[src/rtl/wwd_display_pkg.sv]
// Shared definitions for the WWD display path: data word size,
// active-low seven-segment glyphs ({g,f,e,d,c,b,a}) and FSM encodings.
// No ports; imported by wwd_display and wwd_display_hex_to_seg.
package wwd_display_pkg;

  localparam int WORD_SIZE = 16;

  localparam logic [6:0] SEG_0 = 7'b1000000;
  localparam logic [6:0] SEG_1 = 7'b1111001;
  localparam logic [6:0] SEG_2 = 7'b0100100;
  localparam logic [6:0] SEG_3 = 7'b0110000;
  localparam logic [6:0] SEG_4 = 7'b0011001;
  localparam logic [6:0] SEG_5 = 7'b0010010;
  localparam logic [6:0] SEG_6 = 7'b0000010;
  localparam logic [6:0] SEG_7 = 7'b1111000;
  localparam logic [6:0] SEG_8 = 7'b0000000;
  localparam logic [6:0] SEG_9 = 7'b0010000;
  localparam logic [6:0] SEG_A = 7'b0001000;
  localparam logic [6:0] SEG_B = 7'b0000011;
  localparam logic [6:0] SEG_C = 7'b1000110;
  localparam logic [6:0] SEG_D = 7'b0100001;
  localparam logic [6:0] SEG_E = 7'b0000110;
  localparam logic [6:0] SEG_F = 7'b0001110;

  typedef enum logic {
    ST_IDLE = 1'b0,
    ST_HOLD = 1'b1
  } state_e;

endpackage

[src/rtl/wwd_display_hex_to_seg.sv]
// Hex nibble to active-low seven-segment pattern ({g,f,e,d,c,b,a}).
// Latency: purely combinational. Backpressure: none.
// Ports: nibble (4-bit value in), seg (7-bit active-low pattern out).
module wwd_display_hex_to_seg
  import wwd_display_pkg::*;
(
  input  logic [3:0] nibble,
  output logic [6:0] seg
);

  always_comb begin
    seg = SEG_0;
    case (nibble)
      4'h0: seg = SEG_0;
      4'h1: seg = SEG_1;
      4'h2: seg = SEG_2;
      4'h3: seg = SEG_3;
      4'h4: seg = SEG_4;
      4'h5: seg = SEG_5;
      4'h6: seg = SEG_6;
      4'h7: seg = SEG_7;
      4'h8: seg = SEG_8;
      4'h9: seg = SEG_9;
      4'hA: seg = SEG_A;
      4'hB: seg = SEG_B;
      4'hC: seg = SEG_C;
      4'hD: seg = SEG_D;
      4'hE: seg = SEG_E;
      4'hF: seg = SEG_F;
    endcase
  end

endmodule

[src/rtl/wwd_display.sv]
// WWD retirement sink: FIFO-buffers values, shows each for HOLD_CYCLES on a
// 4-digit multiplexed hex display, mirrors PC low byte onto LEDs.
// Latency: strobe to shown_value is 2 clocks from an idle, empty state.
// Backpressure: wwd_ready low while FIFO full; strobes then are dropped and set overflow.
// Ports: clk, reset_cpu (sync, active-high); wwd_valid/wwd_data/wwd_ready (CPU side);
// pc_below8bit -> led; seg/an (display, active-low); shown_value, pending, overflow (status).
module wwd_display
  import wwd_display_pkg::*;
#(
  parameter int DEPTH       = 4,
  parameter int HOLD_CYCLES = 8,
  parameter int SCAN_CYCLES = 4
) (
  input  logic                         clk,
  input  logic                         reset_cpu,
  input  logic                         wwd_valid,
  input  logic [WORD_SIZE-1:0]         wwd_data,
  output logic                         wwd_ready,
  input  logic [7:0]                   pc_below8bit,
  output logic [7:0]                   led,
  output logic [6:0]                   seg,
  output logic [3:0]                   an,
  output logic [WORD_SIZE-1:0]         shown_value,
  output logic [$clog2(DEPTH+1)-1:0]   pending,
  output logic                         overflow
);

  localparam int AW = $clog2(DEPTH);
  localparam int PW = $clog2(DEPTH + 1);
  localparam int HW = (HOLD_CYCLES > 1) ? $clog2(HOLD_CYCLES) : 1;
  localparam int SW = (SCAN_CYCLES > 1) ? $clog2(SCAN_CYCLES) : 1;

  logic [WORD_SIZE-1:0] mem_q [DEPTH];
  logic [WORD_SIZE-1:0] mem_d [DEPTH];
  logic [AW-1:0]        head_q, head_d;
  logic [AW-1:0]        tail_q, tail_d;
  logic [PW-1:0]        pending_q, pending_d;
  logic                 overflow_q, overflow_d;
  state_e               state_q, state_d;
  logic [HW-1:0]        hold_q, hold_d;
  logic [WORD_SIZE-1:0] shown_q, shown_d;
  logic [7:0]           led_q, led_d;
  logic [SW-1:0]        scan_q, scan_d;
  logic [1:0]           idx_q, idx_d;
  logic [3:0]           an_q, an_d;
  logic [6:0]           seg_q, seg_d;

  logic                 push;
  logic                 pop;
  logic                 fifo_nonempty;
  logic [3:0]           digit_nibble;

  // No full-bypass: a pop in the same cycle does not open the FIFO to a push.
  assign wwd_ready     = (pending_q < PW'(DEPTH));
  assign push          = wwd_valid && wwd_ready;
  assign fifo_nonempty = (pending_q != '0);

  // Display sequencer: decides when the head entry moves onto the display.
  always_comb begin
    state_d = state_q;
    hold_d  = hold_q;
    pop     = 1'b0;
    case (state_q)
      ST_IDLE: begin
        if (fifo_nonempty) begin
          pop     = 1'b1;
          hold_d  = HW'(HOLD_CYCLES - 1);
          state_d = ST_HOLD;
        end
      end
      ST_HOLD: begin
        if (hold_q != '0) begin
          hold_d = hold_q - 1'b1;
        end else if (fifo_nonempty) begin
          // Back-to-back: next value replaces the current one with no gap.
          pop    = 1'b1;
          hold_d = HW'(HOLD_CYCLES - 1);
        end else begin
          state_d = ST_IDLE;
        end
      end
      default: state_d = ST_IDLE;
    endcase
  end

  // FIFO bookkeeping; pointers wrap naturally because DEPTH is a power of two.
  always_comb begin
    mem_d      = mem_q;
    head_d     = head_q;
    tail_d     = tail_q;
    pending_d  = pending_q;
    shown_d    = shown_q;
    overflow_d = overflow_q | (wwd_valid & ~wwd_ready);
    if (push) begin
      mem_d[tail_q] = wwd_data;
      tail_d        = tail_q + 1'b1;
    end
    if (pop) begin
      shown_d = mem_q[head_q];
      head_d  = head_q + 1'b1;
    end
    case ({push, pop})
      2'b10:   pending_d = pending_q + 1'b1;
      2'b01:   pending_d = pending_q - 1'b1;
      default: pending_d = pending_q;
    endcase
  end

  // Digit scan. an/seg are computed from the next index so both registers
  // always describe the same digit.
  always_comb begin
    led_d  = pc_below8bit;
    scan_d = scan_q + 1'b1;
    idx_d  = idx_q;
    if (scan_q == SW'(SCAN_CYCLES - 1)) begin
      scan_d = '0;
      idx_d  = idx_q + 1'b1;
    end
    an_d         = ~(4'b0001 << idx_d);
    digit_nibble = shown_q[{idx_d, 2'b00} +: 4];
  end

  wwd_display_hex_to_seg u_hex_to_seg (
    .nibble (digit_nibble),
    .seg    (seg_d)
  );

  always_ff @(posedge clk) begin
    if (reset_cpu) begin
      head_q     <= '0;
      tail_q     <= '0;
      pending_q  <= '0;
      overflow_q <= 1'b0;
      state_q    <= ST_IDLE;
      hold_q     <= '0;
      shown_q    <= '0;
      led_q      <= '0;
      scan_q     <= '0;
      idx_q      <= '0;
      an_q       <= 4'b1110;
      seg_q      <= SEG_0;
    end else begin
      head_q     <= head_d;
      tail_q     <= tail_d;
      pending_q  <= pending_d;
      overflow_q <= overflow_d;
      state_q    <= state_d;
      hold_q     <= hold_d;
      shown_q    <= shown_d;
      led_q      <= led_d;
      scan_q     <= scan_d;
      idx_q      <= idx_d;
      an_q       <= an_d;
      seg_q      <= seg_d;
    end
  end

  // Storage needs no reset: entries are only read after being written,
  // and reset clears the pointers and occupancy.
  always_ff @(posedge clk) begin
    mem_q <= mem_d;
  end

  assign led         = led_q;
  assign seg         = seg_q;
  assign an          = an_q;
  assign shown_value = shown_q;
  assign pending     = pending_q;
  assign overflow    = overflow_q;

endmodule

[config.mk]
export PLATFORM = sky130hd
export DESIGN_NAME = wwd_display
export DESIGN_NICKNAME = d
export VERILOG_FILES = /design/src/rtl/wwd_display_pkg.sv /design/src/rtl/wwd_display_hex_to_seg.sv /design/src/rtl/wwd_display.sv
export SDC_FILE = /design/constraint.sdc
export NUM_CORES = 1
export LEC_CHECK = 0
export CAP_MARGIN = 20
export CORE_ASPECT_RATIO = 0.9
export CORE_MARGIN = 2
export CORE_UTILIZATION = 54
export CTS_CLUSTER_SIZE = 8
export DETAILED_ROUTE_END_ITERATION = 16
export GPL_TIMING_DRIVEN = 0
export PLACE_DENSITY = 0.8
export SLEW_MARGIN = 30
export SYNTH_ARGS = -nofsm -noshare
export SYNTH_HDL_FRONTEND = slang
export SYNTH_SLANG_ARGS = --single-unit
export TNS_END_PERCENT = 30
[constraint.sdc]
create_clock -name clk -period 3.9 [get_ports clk]
set_input_delay 0.78 -clock clk [delete_from_list [all_inputs] [get_ports clk]]
set_output_delay 0.78 -clock clk [all_outputs]
set_load 0.02 [all_outputs]
# Word-level counts from Yosys, hierarchy flattened
# Memory sizes are Yosys's and may differ from the RTL's. A register that Yosys moved wholly into a read port is not among the register bits.
# Index checks and enable logic that the tools add are counted.
# W data, S select, Z words.
[totals] ff_bits=108 rom_bits=112 inputBits=27 out_inout_bits=40 wordCells=61 n_memories=1
[memory_table] name="(no name shown)" words=16 word_bits=7 rd=1 rd_ports_with_merged_regs=1 write_ports=0 line_no="wwd_display_hex_to_seg.sv:13" rtl="case (nibble)"
[classes] addsub=7 magnitude_cmp=4 n_eq_ne=3 shift=2 muxes=16 bitwise=7 reduce_logical=6
[ops] operator="$bwmux W64" count=1
[ops] operator="$mux W16" count=3
[ops] operator="$bmux W16 S2" count=1
[ops] operator="$demux W16 S2" count=1
[ops] operator="$shiftx A16 B5 Y4" count=1
[ops] operator="$pmux W3 S2" count=2
[ops] operator="$add A2 B1 Y2 const B" count=4
[ops] operator="$ge A3 B3 Y1 const B" count=2
[ops] operator="$mux W3" count=2
[ops] operator="$not A2 Y3" count=2
[ops] operator="$reduce_bool A3 Y1" count=2
[ops] operator="$sub A3 B1 Y3 const B" count=2
[ops] operator="$eq A2 B2 Y1 const B" count=2
[ops] operator="$not A4 Y4" count=1
[ops] operator="$pmux W1 S2" count=2
[ops] operator="$shl A1 B2 Y4 const A" count=1
[ops] operator="$add A3 B1 Y3 const B" count=1
[ops] operator="$lt A3 B1 Y1 const B" count=1
[ops] operator="$lt A3 B3 Y1 const B" count=1
[ops] operator="$mux W1" count=3
[ops] operator="$eq A2 B1 Y1 const B" count=1
[ops] operator="$logic_and A1 B1 Y1" count=2
[ops] operator="$mux W2" count=1
[ops] operator="$not A1 Y1" count=2
[ops] operator="other kinds (4)" count=4

# Depth between registers and ports, before layout
[depth] ltp_word=6 depth_mapped=14 mapped_depth_nobuf=12

# Hierarchy
# Synthesis repeated with hierarchy kept, for this count alone.
[unflattened] hier_cells=311 hier_area_um2=4590.7
[by_module_without_submodules] module="wwd_display" n_inst=1 cells_per_inst=279 area_each_um2=4315.4 seq_area_each_um2=2942.8
[by_module_without_submodules] module="wwd_display_hex_to_seg" n_inst=1 cells_per_inst=32 area_each_um2=275.3 seq_area_each_um2=0.0

# Worst setup path before layout
# OpenSTA, ideal clock, no wires.
[synth_timing] path_type="register -> register" start="reg hold_q[0]" end="reg pending_q[2] (netlist: pending[2])" setup_ns=0.070 t_arrival_ns=2.683 required_ns=3.830 slack_ns=1.146 stages_incl_launch_ff=15 path_buffers=2 period_less_slack_ns=2.754 cell_sequence="dfxtp_1 inv_1 ha_1 inv_1 o21ai_0 nand2b_1 clkbuf_1 inv_2 buf_1 ha_1 inv_1 fa_1 xor2_1 or3_1 a21oi_1"
[synth_between] elab_chain_cells=5 word_cells_on_any_way=7 cone_classes="2 x eq/ne; 3 x mux; 2 x reduce/logical"
[synth_rtl] item="from (decl)" line_no="wwd_display.sv:40" rtl="logic [HW-1:0] hold_q, hold_d;"
[synth_rtl] item="from (signal assigned)" line_no="wwd_display.sv:148" rtl="hold_q <= hold_d;"
[synth_rtl] item="$reduce_bool A3 Y1 (*)" line_no="wwd_display.sv:72" rtl="if (hold_q != '0) begin"
[synth_rtl] item="$mux W1 (*)" line_no="wwd_display.sv:72"
[synth_rtl] item="$pmux W1 S2 (*)" line_no="wwd_display.sv:63" rtl="case (state_q)"
[synth_rtl] item="$eq A2 B1 Y1 or $eq A2 B2 Y1 (tied branches)" line_no="wwd_display.sv:102" rtl="case ({push, pop})"
[synth_rtl] item="$pmux W3 S2 or $reduce_bool A2 Y1 (tied branches)"
[synth_rtl] item="to (signal assigned)" line_no="wwd_display.sv:145" rtl="pending_q <= pending_d;"
[synth_rtl] item="to (decl)" line_no="wwd_display.sv:37" rtl="logic [PW-1:0] pending_q, pending_d;"
# Every way passes the cells marked *; elsewhere a longest branch is shown, timed or not.
# A chain may end at the register's enable or synchronous reset.

# Final worst setup path
# Same ends and word-level chain as after synthesis.

==> flow_metrics.tcl <==
set metrics [dict create \
    status "complete, no violations" \
    dp.final_hpwl_um 6000 \
    initial_core_util_pct 55.8 \
    crit_arrival_ns 3.74 \
    gr-total-overflow 0 \
    drt_iter0_drc 131 \
    drc 0 \
    cp_slowest_cell "fa_1" \
    drv_cap 0 \
    grt_first_pass_wirelength_um 14800 \
    tightest_slew_ns 0.862 \
    wl_per_cell_um 17.3 \
    wl_um 8990 \
    synth_edf_count 64 \
    final-seq-area_mm2 0.00294 \
    cts_tree "yes" \
    critical_path_class "reg2reg" \
    fin_tns_setup_ns 0 \
    clk_latency_ns 0.51 \
    power_leakage_nw 2.09 \
    vias 2849 \
    post-cts-setup-buffer-count 0 \
    cp_common_cell "inv_1" \
    finalCritPeriodShare_pct 85.1 \
    clock-sinks 115 \
    async_flop_share_pct 0 \
    antenna_found_initial 0 \
    numCtsBuffers 17 \
    drive_gt1_share_pct 13.3 \
    layout_min_cycle_time_ns 3.32 \
    cts_resized 0 \
    worstHoldPathType "reg2reg" \
    grt_max_degree 17 \
    p_sw_share_pct 32.4 \
    dr.pass1.iters 5 \
    hold_viol_final 0 \
    routed_via_density 5.49 \
    max_stage_delay_ns 0.37 \
    clockBufferDepth 2 \
    die_h_um 90.9 \
    syn_area_mm2 0.00453 \
    critPathCaptureType "flip-flop" \
    cp_max_fo 10 \
    clk_pin_slew_worst_paths_ns 0.06 \
    required_ns 4.33 \
    synth_nets 364 \
    grt_pass1_vias 2906 \
    rows 31 \
    diodes 0 \
    yosys_warnings 0 \
    multiInputGateArea_mm2 0.00145 \
    root_buffer "clkbuf_8" \
    power_frac_clock_pct 31.3 \
    power.density_mw_per_mm2 780 \
    gp_congestion 0.841 \
    grt_usage_pct 21.8 \
    io_buffers 66 \
    core_area_mm2 0.00811 \
    ctsHoldBuffers 0 \
    fillerInstances 517 \
    setup_violations 0 \
    pwr-share-seq_pct 36.1 \
    synth_cell_types 45 \
    drtAntennaViolNets 0 \
    fp.dieW_um 101 \
    pin_count 67 \
    cp_cell_sequence "inv_1 -> ha_1 -> inv_1 -> o21ai_0 -> nand2b_1 -> clkbuf_1 -> inv_2 -> buf_1 -> ha_1 -> inv_1 -> fa_1 -> xor2_1 -> or3_1 -> a21oi_1" \
    syn_inst 322 \
    switchingPower_mw 1.48 \
    synth_seq_cells 115 \
    rsz0062_at_grt "false" \
    nNetsFinal 449 \
    post-route-util_pct 72.4 \
    die_area_mm2 0.00913 \
    start_kind "flip-flop" \
    internal-power_mw 3.09 \
    areaGrowthSynthToFinish_pct 29.6 \
    fmax_mhz 301 \
    synth_ff_type "edfxtp_1" \
    h-tree-depth 4 \
    synth-seq-area-share_pct 65.0 \
    total_power_mw 4.57 \
    pwr-share-comb_pct 32.6 \
    ir_worst_vdd_mv 0.483 \
    fin_skew_ns 0.00802 \
    drv_slew 0 \
    syn_area_per_cell_um2 14.1 \
    relSlewSlack_pct 42.5 \
]
[layout make-up]
cell class	count	area share (%)
buffer	17	1.51
clock buffer	18	7.12
clock inverter	14	2.35
inverter	13	0.832
multi-input combinational	177	24.7
sequential	115	50.2
tap	99	2.11
timing repair buffer	66	11.3
[stage by stage]
step | instance area, µm² | hold slack (ns) | std cells | worst slack (ns)
finish | 5870 | 0.429 | 519 | 0.582
detailed placement | 5310 | 0.427 | 487 | 0.703
global placement | 5310 | 0.414 | 487 | 0.854
floorplan | 4530 | 0.404 | 322 | 1.15
CTS | 5870 | 0.435 | 519 | 0.575
global route | 5870 | 0.469 | 519 | 0.343
[metal layers]
| metal | global-route usage, % | routed length, µm | share of wire, % |
|---|---|---|---|
| met1 | 26.3 | 3670 | 41 |
| met2 | 37.6 | 4620 | 51 |
| met3 | 5.57 | 548 | 6.1 |
| met4 | 7.88 | 157 | 1.7 |
| met5 | 0 | 0 | 0 |
[cells in the mapped netlist (all sizes together), types with 2 or more instances]
cell / n / share of area [%]
inv: 13 / 1.1
nor3: 5 / 0.55
o211ai: 2 / 0.64
dfxtp: 51 / 23
xor2: 5 / 1.1
a21oi: 26 / 2.9
o21ai: 2 / 0.22
and2: 4 / 0.55
clkbuf: 9 / 0.75
edfxtp: 64 / 42
nor2: 19 / 1.6
nor2b: 11 / 1.5
mux2i: 2 / 0.44
a211oi: 2 / 0.33
mux2: 3 / 0.75
ha: 14 / 3.9
or3: 2 / 0.28
mux4: 19 / 9.6
xnor2: 5 / 1.1
a211o: 2 / 0.39
nand2: 41 / 3.4
buf: 8 / 1.2
[worst max-delay path, delay by kind of cell, from the launching register on]
kind,cells,cell delay [ns]
adders and majority gates,3,0.79
xor gates and xnor gates,1,0.17
and+or+nand+nor,2,0.47
AOI/OAI and AO/OA,2,0.48
DFF,1,0.33
buffers and inverters,6,0.98
[sequential cells by signal (all words and copies together), names as in the netlist, 3 cells and up]
signal and count:
shown_value 16, an 4, pending 3, led 8
seg 7, mem_q 64, hold_q 3
[layout by cell type, fill, tap and decap left out, types with 3 or more instances in the layout]
master,synthesis,layout
a21oi_1,26,26
and2_1,4,4
buf_1,3,3
clkbuf_1,9,10
clkbuf_16,0,16
clkdlybuf4s50_1,0,66
clkinv_1,0,3
clkinvlp_4,0,4
dfxtp_1,51,51
edfxtp_1,64,64
ha_1,14,14
inv_1,12,12
mux4_2,17,17
nand2_1,41,41
nor2_1,19,19
nor2b_1,11,11
nor3_1,5,5
xnor2_1,4,4
xor2_1,4,4
[power groups by stage]
stage               clock [mW]  combinational, mW  sequential [mW]
finish                    1.43               1.49             1.65
detailed placement           0               1.48             1.67
CTS                       1.44               1.50             1.65
global placement             0               1.44             1.66
floorplan                    0              0.870             1.77
global route              1.51               1.64             1.68
[cell families after synthesis]
logic type / after synthesis / share of synthesized area [%]
flip-flops: 115 / 65.0
XOR/XNOR: 10 / 2.27
AND/OR/NAND/NOR: 87 / 8.76
buffers and inverters: 30 / 3.04
AO/OA/AOI/OAI: 41 / 5.80
multiplexers: 24 / 10.8
adder cells (fa/ha/maj): 15 / 4.31
[final timing paths]
path	end	depth (start not counted)	slack, ns	startpoint
worst max-delay path	pending[2]$_SDFFE_PP0P_	14	0.58	hold_q[0]$_SDFF_PP0_
worst min-delay path	scan_q[0]$_SDFF_PP0_	1	0.43	scan_q[0]$_SDFF_PP0_
worst max register to register	pending[2]$_SDFFE_PP0P_	14	0.58	hold_q[0]$_SDFF_PP0_
worst min register to register	scan_q[0]$_SDFF_PP0_	1	0.43	scan_q[0]$_SDFF_PP0_
Power figures use the tool's default switching activity.
